--- src/rtl/imem_loader_if.sv ---
// Byte-stream input and instruction-RAM write side of the boot loader,
// plus the status lines the rest of the SoC watches.
interface imem_loader_if;
    logic        in_valid;
    logic [7:0]  in_data;
    logic        in_ready;
    logic        mem_we;
    logic [31:0] mem_addr;
    logic [31:0] mem_wdata;
    logic        core_rst;
    logic        done;
    logic        err;
    logic        busy;

    // Byte source / status observer
    modport master (
        output in_valid, in_data,
        input  in_ready, mem_we, mem_addr, mem_wdata, core_rst, done, err, busy
    );

    // Loader
    modport slave (
        input  in_valid, in_data,
        output in_ready, mem_we, mem_addr, mem_wdata, core_rst, done, err, busy
    );
endinterface

--- src/rtl/imem_loader.sv ---
// Boot-time program loader: parses a framed byte stream (SYNC, LEN, data,
// CSUM), writes little-endian words into instruction RAM at consecutive word
// addresses and releases the core from reset once a frame checks out.
module imem_loader #(
    parameter logic [31:0] BASE_ADDR   = 32'h0000_0000,
    parameter int unsigned DEPTH_WORDS = 1024,
    parameter int unsigned TIMEOUT     = 100000,
    parameter logic [7:0]  SYNC_BYTE   = 8'hA5
) (
    input  logic         clk,
    input  logic         rst,
    imem_loader_if.slave bus
);
    localparam int unsigned IDLE_W = $clog2(TIMEOUT);

    typedef enum logic [2:0] {
        S_SYNC,
        S_LEN,
        S_DATA,
        S_CSUM,
        S_DONE,
        S_ERR
    } state_t;

    state_t             state;
    logic [1:0]         byte_cnt;
    logic [31:0]        len;
    logic [31:0]        word_idx;
    logic [23:0]        word_buf;
    logic [7:0]         sum;
    logic [IDLE_W-1:0]  idle_cnt;

    logic               xfer;
    logic [31:0]        len_next;

    // Transfer qualifier and the length word as it stands with the current byte shifted in
    always_comb begin
        xfer     = bus.in_valid & bus.in_ready;
        len_next = {bus.in_data, len[31:8]};
    end

    // Frame parser, RAM write strobe and all status outputs, registered together
    always_ff @(posedge clk or posedge rst) begin
        if (rst) begin
            state         <= S_SYNC;
            byte_cnt      <= '0;
            len           <= '0;
            word_idx      <= '0;
            word_buf      <= '0;
            sum           <= '0;
            idle_cnt      <= '0;
            bus.in_ready  <= 1'b1;
            bus.mem_we    <= 1'b0;
            bus.mem_addr  <= BASE_ADDR;
            bus.mem_wdata <= '0;
            bus.core_rst  <= 1'b1;
            bus.done      <= 1'b0;
            bus.err       <= 1'b0;
            bus.busy      <= 1'b0;
        end else begin
            bus.mem_we <= 1'b0;
            if (xfer) begin
                idle_cnt <= '0;
            end

            case (state)
                S_SYNC: begin
                    if (xfer && bus.in_data == SYNC_BYTE) begin
                        state    <= S_LEN;
                        bus.err  <= 1'b0;
                        bus.busy <= 1'b1;
                        byte_cnt <= '0;
                        word_idx <= '0;
                        sum      <= '0;
                    end
                end
                S_LEN: begin
                    if (xfer) begin
                        len      <= len_next;
                        byte_cnt <= byte_cnt + 2'd1;
                        if (byte_cnt == 2'd3) begin
                            if (len_next > DEPTH_WORDS) begin
                                state        <= S_ERR;
                                bus.in_ready <= 1'b0;
                                bus.busy     <= 1'b0;
                            end else if (len_next == '0) begin
                                state <= S_CSUM;
                            end else begin
                                state <= S_DATA;
                            end
                        end
                    end
                end
                S_DATA: begin
                    if (xfer) begin
                        sum      <= sum + bus.in_data;
                        byte_cnt <= byte_cnt + 2'd1;
                        word_buf <= {bus.in_data, word_buf[23:8]};
                        if (byte_cnt == 2'd3) begin
                            bus.mem_we    <= 1'b1;
                            bus.mem_wdata <= {bus.in_data, word_buf};
                            bus.mem_addr  <= BASE_ADDR + (word_idx << 2);
                            word_idx      <= word_idx + 32'd1;
                            if (word_idx == len - 32'd1) begin
                                state <= S_CSUM;
                            end
                        end
                    end
                end
                S_CSUM: begin
                    if (xfer) begin
                        state        <= (bus.in_data == sum) ? S_DONE : S_ERR;
                        bus.in_ready <= 1'b0;
                        bus.busy     <= 1'b0;
                        if (bus.in_data == sum) begin
                            bus.done     <= 1'b1;
                            bus.core_rst <= 1'b0;
                        end
                    end
                end
                S_ERR: begin
                    bus.err      <= 1'b1;
                    bus.in_ready <= 1'b1;
                    state        <= S_SYNC;
                end
                S_DONE: begin
                end
                default: begin
                    state <= S_SYNC;
                end
            endcase

            // Idle watchdog inside a frame; overrides the case above only on non-transfer cycles
            if ((state == S_LEN || state == S_DATA || state == S_CSUM) && !xfer) begin
                if (idle_cnt == IDLE_W'(TIMEOUT - 1)) begin
                    state        <= S_ERR;
                    bus.in_ready <= 1'b0;
                    bus.busy     <= 1'b0;
                end else begin
                    idle_cnt <= idle_cnt + IDLE_W'(1);
                end
            end
        end
    end
endmodule

--- src/flat_wrapper.sv ---
// flat-port wrapper written by rule: the top's interface ports become plain ports
module imem_loader_flat 
#(
    parameter logic [31:0] BASE_ADDR   = 32'h0000_0000,
    parameter int unsigned DEPTH_WORDS = 1024,
    parameter int unsigned TIMEOUT     = 100000,
    parameter logic [7:0]  SYNC_BYTE   = 8'hA5
)
  (clk, rst, bus_in_valid, bus_in_data, bus_in_ready, bus_mem_we, bus_mem_addr, bus_mem_wdata, bus_core_rst, bus_done, bus_err, bus_busy);
  imem_loader_if bus_i ();
  input  logic clk;
  input  logic rst;
  input wire logic [$bits(bus_i.in_valid)-1:0] bus_in_valid;
  input wire logic [$bits(bus_i.in_data)-1:0] bus_in_data;
  output wire logic [$bits(bus_i.in_ready)-1:0] bus_in_ready;
  output wire logic [$bits(bus_i.mem_we)-1:0] bus_mem_we;
  output wire logic [$bits(bus_i.mem_addr)-1:0] bus_mem_addr;
  output wire logic [$bits(bus_i.mem_wdata)-1:0] bus_mem_wdata;
  output wire logic [$bits(bus_i.core_rst)-1:0] bus_core_rst;
  output wire logic [$bits(bus_i.done)-1:0] bus_done;
  output wire logic [$bits(bus_i.err)-1:0] bus_err;
  output wire logic [$bits(bus_i.busy)-1:0] bus_busy;
  assign bus_i.in_valid = bus_in_valid;
  assign bus_i.in_data = bus_in_data;
  assign bus_in_ready = bus_i.in_ready;
  assign bus_mem_we = bus_i.mem_we;
  assign bus_mem_addr = bus_i.mem_addr;
  assign bus_mem_wdata = bus_i.mem_wdata;
  assign bus_core_rst = bus_i.core_rst;
  assign bus_done = bus_i.done;
  assign bus_err = bus_i.err;
  assign bus_busy = bus_i.busy;
  imem_loader #(.BASE_ADDR(BASE_ADDR), .DEPTH_WORDS(DEPTH_WORDS), .TIMEOUT(TIMEOUT), .SYNC_BYTE(SYNC_BYTE)) u_core (.clk(clk), .rst(rst), .bus(bus_i));
endmodule
--- config.mk ---
export PLATFORM = sky130hd
export DESIGN_NAME = imem_loader_flat
export DESIGN_NICKNAME = d
export VERILOG_FILES = /design/src/rtl/imem_loader_if.sv /design/src/rtl/imem_loader.sv /design/src/flat_wrapper.sv
export SDC_FILE = /design/constraint.sdc
export NUM_CORES = 1
export LEC_CHECK = 0
export ABC_AREA = 1
export CAP_MARGIN = 40
export CORE_ASPECT_RATIO = 0.5
export CORE_MARGIN = 2
export CORE_UTILIZATION = 50
export CTS_BUF_LIST = sky130_fd_sc_hd__clkbuf_8
export DETAILED_ROUTE_END_ITERATION = 12
export PLACE_DENSITY = 0.8
export SYNTH_ARGS = -nofsm -noshare
export SYNTH_HDL_FRONTEND = slang
export SYNTH_SLANG_ARGS = --single-unit
--- constraint.sdc ---
create_clock -name clk -period 6.6 [get_ports clk]
set_clock_uncertainty 0.05 [all_clocks]
set_input_delay 1.98 -clock clk [delete_from_list [all_inputs] [get_ports clk]]
set_output_delay 1.98 -clock clk [all_outputs]
set_load 0.03 [all_outputs]
==> summary.md, run 1 <==
| Metric | Value |
|---|---|
| Clock H-tree levels | `4` |
| Hpwl dp | `19,000 um` |
| Worst Hold Depth | `2` |
| Peak Freq | `235 MHz` |
| Max FO, Critical Path | `73` |
| Vias in the first global route | `8,137` |
| CP Capture Type | `flip-flop` |
| Post-synth EDFFs | `0` |
| Flop2flop setup slack | `3.70 ns` |
| Setup crit end | `u_core.word_idx[4]` |
| Die height | `103 um` |
| ANT cells | `0` |
| Share of cells above drive strength 1 | `5.61%` |
| Placed Area | `10,800 um^2` |
| Die Span X | `202 um` |
| Psw | `1.28 mW` |
| Crit path time final | `4.26 ns` |
| Final setup vio count | `0` |
| Part of the power in combinational logic | `31.8%` |
| FF-to-FF Start | `u_core.state[2]` |
| Clk_lat worst skew | `0.49 ns` |
| Vias | `8,613` |
| LEAKAGE | `5.42 nW` |
| Post-synth top area cell | `dfrtp_1` |
| CTS tree | `built` |
| Tcrit/Tclk final | `64.5%` |
| Commonest non-fill, non-tap cell in the layout | `nand2_1` |
| 1st-iter DRT viols | `682` |
| Core area | `19,300 um^2` |
| Cts-stage hold buffer count | `0` |
| Synth top area share | `47.2%` |
| Synth area leaders | `dfrtp_1, nand2_1, o21ai_0, inv_1, nor2_1` |
| DR pass1 iterations | `6` |
| Total CTS buffers | `17` |
| Placed cells | `1,571` |
| Non-Filler Instances | `1,603` |
| DRC viols | `0` |
| Max-slew headroom | `45.8%` |
| Yosys warning count | `0` |
| Clock buffer depth | `2` |
| Final Wtd Congestion | `0.902` |
| Synthesis-to-layout area growth | `14.9%` |
| Post-cts sizing count | `0` |
| Crit path required time | `6.92 ns` |
| Pwr Density | `308 nW/um^2` |
| DRT Wirelength | `25,400 um` |
| Post-CTS setup buffer count | `0` |
| Port Buf Inserts | `78` |
| Status | `finished, final reports clean` |
| Setup crit start kind | `input pin` |
| WL met3 | `1440 um` |
| Mean Syn Cell Area | `7.75 um^2` |
| Worst vdd ir | `193 uV` |
| Fin Setup TNS | `0 ns` |
| Fill cell count | `1,735` |
| Predominant post-synthesis flop cell | `dfrtp_1` |
| Sequential share of power | `43.7%` |
| Least-Margin Pin Slew | `0.812 ns` |
| WL met1 | `11,700 um` |
| Most frequent cells in the layout | `nand2_1, dfrtp_1, inv_1, o21ai_0, nor2_1` |
| Synthesis-stage register bit count | `186` |
| Register area share after synthesis | `47.7%` |
| Sw frac | `37.1%` |
| Clock transition at path regs | `0.10 ns` |
| Clock power frac | `24.5%` |
| I/O pins | `81` |
| Worst EP arrival | `4.58 ns` |
| Tot GR Track Use | `25.6%` |
| R2r endpoint | `u_core.word_idx[4]` |
| Die area | `20,700 um^2` |
| Post-Syn Instances | `1,259` |
| Total power | `3.45 mW` |
| Top layer in use | `met4` |
| WL/cell | `15.9 um` |
| Design area | `11,200 um^2` |
| Hold crit path type | `reg -> reg` |
| CP Launch Point | `bus_in_valid` |
| Async set-reset flop share out of synthesis | `100%` |
| First-pass GRT wire length | `41,400 um` |
| Netlist cell types | `52` |
| GR Overflow Total | `0` |
| Vias per cell | `5.37` |
| Root Buffer | `clkbuf_8` |
| Nets | `1,347` |
| Initial Util | `50.6%` |
| Cells on worst reg2reg path | `7` |
| Largest net degree at the start of global routing | `152` |
| CTS sink cnt | `186` |
| Max-slew violations | `0` |
| Post-DRT Antenna Nets | `0` |
| WHS | `0.408 ns` |
| Final Hold Fails | `0` |
| CP Class | `in -> reg` |
| Max Cap Viol | `0` |
| Int Pwr | `2.17 mW` |
| RSZ-0062 raised after global routing | `no` |
| Met2 Routed Length | `11,800 um` |
| Seq. cell area | `4660 um^2` |
| Netlist Area Pre-Place | `9760 um^2` |
| Rows | `36` |
| Area of the multi-input gates | `4370 um^2` |
| Antenna violations before repair | `1` |
[cell type report]
class | instances | area share, %
Sequential cell | 186 | 41.5
Multi-Input combinational cell | 886 | 39.0
Clock buffer | 18 | 2.21
Inverter | 150 | 5.08
Clock inverter | 14 | 1.67
Tap cell | 266 | 2.97
Timing Repair Buffer | 83 | 7.52
[synthesized netlist by cell type, types with 4 or more instances]
| cell type | instances |
|---|---|
| nand3b_1 | 5 |
| nand4_1 | 23 |
| nand2_4 | 4 |
| nor3_1 | 23 |
| inv_1 | 145 |
| nor3_2 | 4 |
| xor2_1 | 21 |
| ha_1 | 11 |
| nor4_1 | 11 |
| nor2_4 | 5 |
| nand2_2 | 5 |
| nor2_2 | 6 |
| nand3_1 | 75 |
| nor2_1 | 123 |
| buf_2 | 5 |
| dfrtp_1 | 184 |
| o21ai_0 | 137 |
| nand2_1 | 344 |
| clkbuf_1 | 26 |
| a21oi_1 | 34 |
| buf_4 | 4 |
| xnor2_1 | 14 |
| o31ai_1 | 4 |
[worst max-delay path, cell delays in order]
cell and delay [ns]:
clkdlybuf4s50_1 0.49, nand2_2 0.23, nor2_2 0.31, nand2_4 0.29, buf_4 0.44, inv_1 0.46, nand2_1 0.12, o21ai_0 0.16
a21oi_1 0.05
[stage by stage]
| stage | setup WS (ns) | utilization (%) |
|---|---|---|
| after floorplan | 2.18 | - |
| after global placement | 1.88 | 55.8 |
| after detailed placement | 1.86 | 55.9 |
| after CTS | 2.38 | 58.1 |
| after global routing | 2.07 | 58.1 |
| final | 2.34 | 58.1 |
[power groups by stage]
| stage | Sequential [mW] | Combinational (mW) | Clock, mW |
|---|---|---|---|
| after global placement | 1.52 | 1.07 | 0 |
| after detailed placement | 1.53 | 1.10 | 0 |
| after CTS | 1.51 | 1.10 | 0.862 |
| after global routing | 1.53 | 1.19 | 0.913 |
| final | 1.51 | 1.09 | 0.846 |
| after floorplan | 1.79 | 0.383 | 0 |
[cells by family after synthesis]
kind of cell	count (synthesis)	synth area share, %
AOI/OAI and AO/OA	198	11.0
muxes	1	0.115
buffers and inverters	188	7.50
xor gates and xnor gates	35	3.14
DFF	186	47.7
and+or+nand+nor	638	28.9
adders and majority gates	12	1.62
other	1	0.0384
[per-layer routing]
metal / vias to the layer above / GRT usage [%]
met5: - / 0
met4: 0 / 8.88
met3: 41 / 4.93
met2: 263 / 41.9
met1: 4114 / 34.9
li1: 4195 / -
[flip-flops by register name (all words and copies together), names as in the netlist, 2 cells and up]
signal / cells
u_core.bus.mem_wdata: 32
u_core.bus.mem_addr: 30
u_core.state: 3
u_core.byte_cnt: 2
u_core.len: 32
u_core.idle_cnt: 17
u_core.sum: 8
u_core.word_buf: 24
u_core.word_idx: 32
[worst min path at each step]
stage,from,end,slack (ns)
detailed placement,u_core.bus.core_rst,u_core.bus.core_rst,0.40
floorplan,u_core.word_buf[0],u_core.bus.mem_wdata[0],0.39
CTS,u_core.bus.core_rst,u_core.bus.core_rst,0.41
finish,u_core.bus.core_rst,u_core.bus.core_rst,0.41
global route,u_core.bus.core_rst,u_core.bus.core_rst,0.42
global placement,u_core.bus.core_rst,u_core.bus.core_rst,0.39
(Power assumes the default switching activity.)
==> run 2, diff against run 1 <==
==> constraint.sdc (replaced) <==
create_clock -name clk -period 3.4 [get_ports clk]
set_clock_uncertainty 0.05 [all_clocks]
set_input_delay 1.02 -clock clk [delete_from_list [all_inputs] [get_ports clk]]
set_output_delay 1.02 -clock clk [all_outputs]
set_load 0.03 [all_outputs]
==> summary.md, run 2 (same netlist as run 1, synthesis figures left out) <==
| Metric | Value |
|---|---|
| RSZ-0062 raised after global routing | `no` |
| GR Overflow Total | `0 (unchanged)` |
| 1st-iter DRT viols | `781 (+15%)` |
| WHS | `0.415 ns (+0.00700 ns)` |
| Int Pwr | `4.17 mW (+92%)` |
| Post-CTS setup buffer count | `0 (unchanged)` |
| Final Hold Fails | `0 (unchanged)` |
| Synthesis-to-layout area growth | `16.2%` |
| Total CTS buffers | `17 (unchanged)` |
| DRC viols | `0 (unchanged)` |
| DRT Wirelength | `26,000 um (+2.4%)` |
| Tot GR Track Use | `26.3% (+0.62 points)` |
| Sw frac | `37.4% (+0.23 points)` |
| Commonest non-fill, non-tap cell in the layout | `nand2_1` |
| CP Capture Type | `primary output` |
| Peak Freq | `353 MHz` |
| Worst EP arrival | `1.76 ns (-2.82 ns)` |
| Largest net degree at the start of global routing | `84 (-45%)` |
| Fin Setup TNS | `0 ns (unchanged)` |
| Max-slew violations | `0 (unchanged)` |
| Fin util | `58.8% (+0.68 points)` |
| Post-DRT Antenna Nets | `0 (unchanged)` |
| Most frequent cells in the layout | `nand2_1, dfrtp_1, inv_1, o21ai_0, nor2_1` |
| Vias in the first global route | `8,134 (-0.037%)` |
| Pwr Density | `587 nW/um^2 (+91%)` |
| I/O pins | `81 (unchanged)` |
| Clock H-tree levels | `4 (unchanged)` |
| Largest registers | `u_core.bus.mem_wdata x32, u_core.len x32, u_core.word_idx x32` |
| Share of cells above drive strength 1 | `6.66% (+1.0 points)` |
| CP Class | `reg -> out` |
| Vias per cell | `5.36 (-0.26%)` |
| First-pass GRT wire length | `42,300 um (+2.0%)` |
| Core area | `19,300 um^2 (unchanged)` |
| Crit path time final | `2.83 ns` |
| Antenna violations before repair | `0 (-1)` |
| Die Span X | `202 um (unchanged)` |
| WP buf/inv | `1 (-2)` |
| Clock transition at path regs | `0.10 ns (about the same)` |
| DR pass1 iterations | `8 (+2)` |
| LEAKAGE | `5.49 nW (+1.4%)` |
| Initial Util | `50.6% (unchanged)` |
| Crit path required time | `2.33 ns (-4.59 ns)` |
| Placed cells | `1,586 (+0.95%)` |
| Final Wtd Congestion | `0.928 (+2.8%)` |
| Max-slew headroom | `47.9% (+2.1 points)` |
| Nets | `1,362 (+1.1%)` |
| Final setup vio count | `0 (unchanged)` |
| Setup crit start kind | `flip-flop` |
| Port Buf Inserts | `78 (unchanged)` |
| Status | `finished, final reports clean` |
| WL/cell | `16.1 um (+1.4%)` |
| Clk_lat worst skew | `0.50 ns (about the same)` |
| ANT cells | `0 (unchanged)` |
| Worst vdd ir | `424 uV (+120%)` |
| Max Cap Viol | `0 (unchanged)` |
| Hpwl dp | `19,500 um (+2.9%)` |
| Crit path max-delay family | `buffers and inverters` |
| CTS tree | `built` |
| Part of the power in combinational logic | `32.2% (+0.4 points)` |
| Die height | `103 um (unchanged)` |
| Worst path slowest cell | `clkdlybuf4s50_1` |
| Die area | `20,700 um^2 (unchanged)` |
| Root Buffer | `clkbuf_8` |
| Sequential share of power | `43.8% (about the same)` |
| Max FO, Critical Path | `5 (-93%)` |
| Vias | `8,671 (+0.67%)` |
| Clock power frac | `24.0% (-0.5 points)` |
| Psw | `2.49 mW (+94%)` |
| Tcrit/Tclk final | `83.3%` |
| Cts-stage hold buffer count | `0 (unchanged)` |
| Non-Filler Instances | `1,618 (+0.94%)` |
| Worst-path cell chain | `clkdlybuf4s50_1` |
| CTS sink cnt | `186 (unchanged)` |
| Post-cts sizing count | `0 (unchanged)` |
| Least-Margin Pin Slew | `0.779 ns (-0.0328 ns)` |
| Clock buffer depth | `2 (unchanged)` |
| Crit-path max cell delay | `0.68 ns (+0.19 ns)` |
| Rows | `36 (unchanged)` |
| Hold crit path type | `reg -> reg` |
[run 2: through the flow]
step           area [um^2]  setup slack [ns]  power (mW)
2_1_floorplan         9760           -0.0609        4.21
3_3_place_gp         10900             0.175        5.06
3_5_place_dp         10900             0.132        5.12
4_1_cts              11300             0.546        6.70
5_1_grt              11300             0.354        7.02
6_report             11300             0.569        6.66
[run 2: metal layers]
| metal | vias to the layer above | part of all wire, % | global-route usage [%] |
|---|---|---|---|
| met5 | - | 0 | 0 |
| met4 | 0 | 1.6 | 7.81 |
| met3 | 38 | 6.6 | 5.15 |
| met2 | 298 | 46 | 43.0 |
| met1 | 4113 | 46 | 36.0 |
| li1 | 4222 | - | - |
[run 2: final timing paths]
check / from / endpoint / slack (ns) / depth (start not counted)
setup / recovery: u_core.bus.in_ready / bus_in_ready / 0.57 / 1
hold / removal: u_core.bus.core_rst / u_core.bus.core_rst / 0.42 / 2
setup reg to reg: u_core.state[0] / u_core.byte_cnt[0] / 1.06 / 10
hold reg to reg: u_core.bus.core_rst / u_core.bus.core_rst / 0.42 / 2
max in group asynchronous: rst / u_core.bus.core_rst / 1.58 / 3
min in group asynchronous: rst / u_core.bus.mem_addr[10] / 0.98 / 2
[run 2: layout make-up]
| type | instances | area [um^2] |
|---|---|---|
| clock buffers | 19 | 262 |
| clock inverters | 13 | 155 |
| fillers | 1712 | 7940 |
| inverters | 150 | 569 |
| multi-input cells | 886 | 4370 |
| flip-flops and latches | 186 | 4660 |
| well taps | 266 | 333 |
| repair buffers | 98 | 993 |
[run 2: power by group through the flow]
| stage | combinational, mW | clock, mW | sequential, mW |
|---|---|---|---|
| final | 2.15 | 1.60 | 2.92 |
| after global routing | 2.34 | 1.71 | 2.97 |
| after CTS | 2.17 | 1.62 | 2.92 |
| after detailed placement | 2.16 | 0 | 2.96 |
| after global placement | 2.12 | 0 | 2.94 |
| after floorplan | 0.744 | 0 | 3.47 |
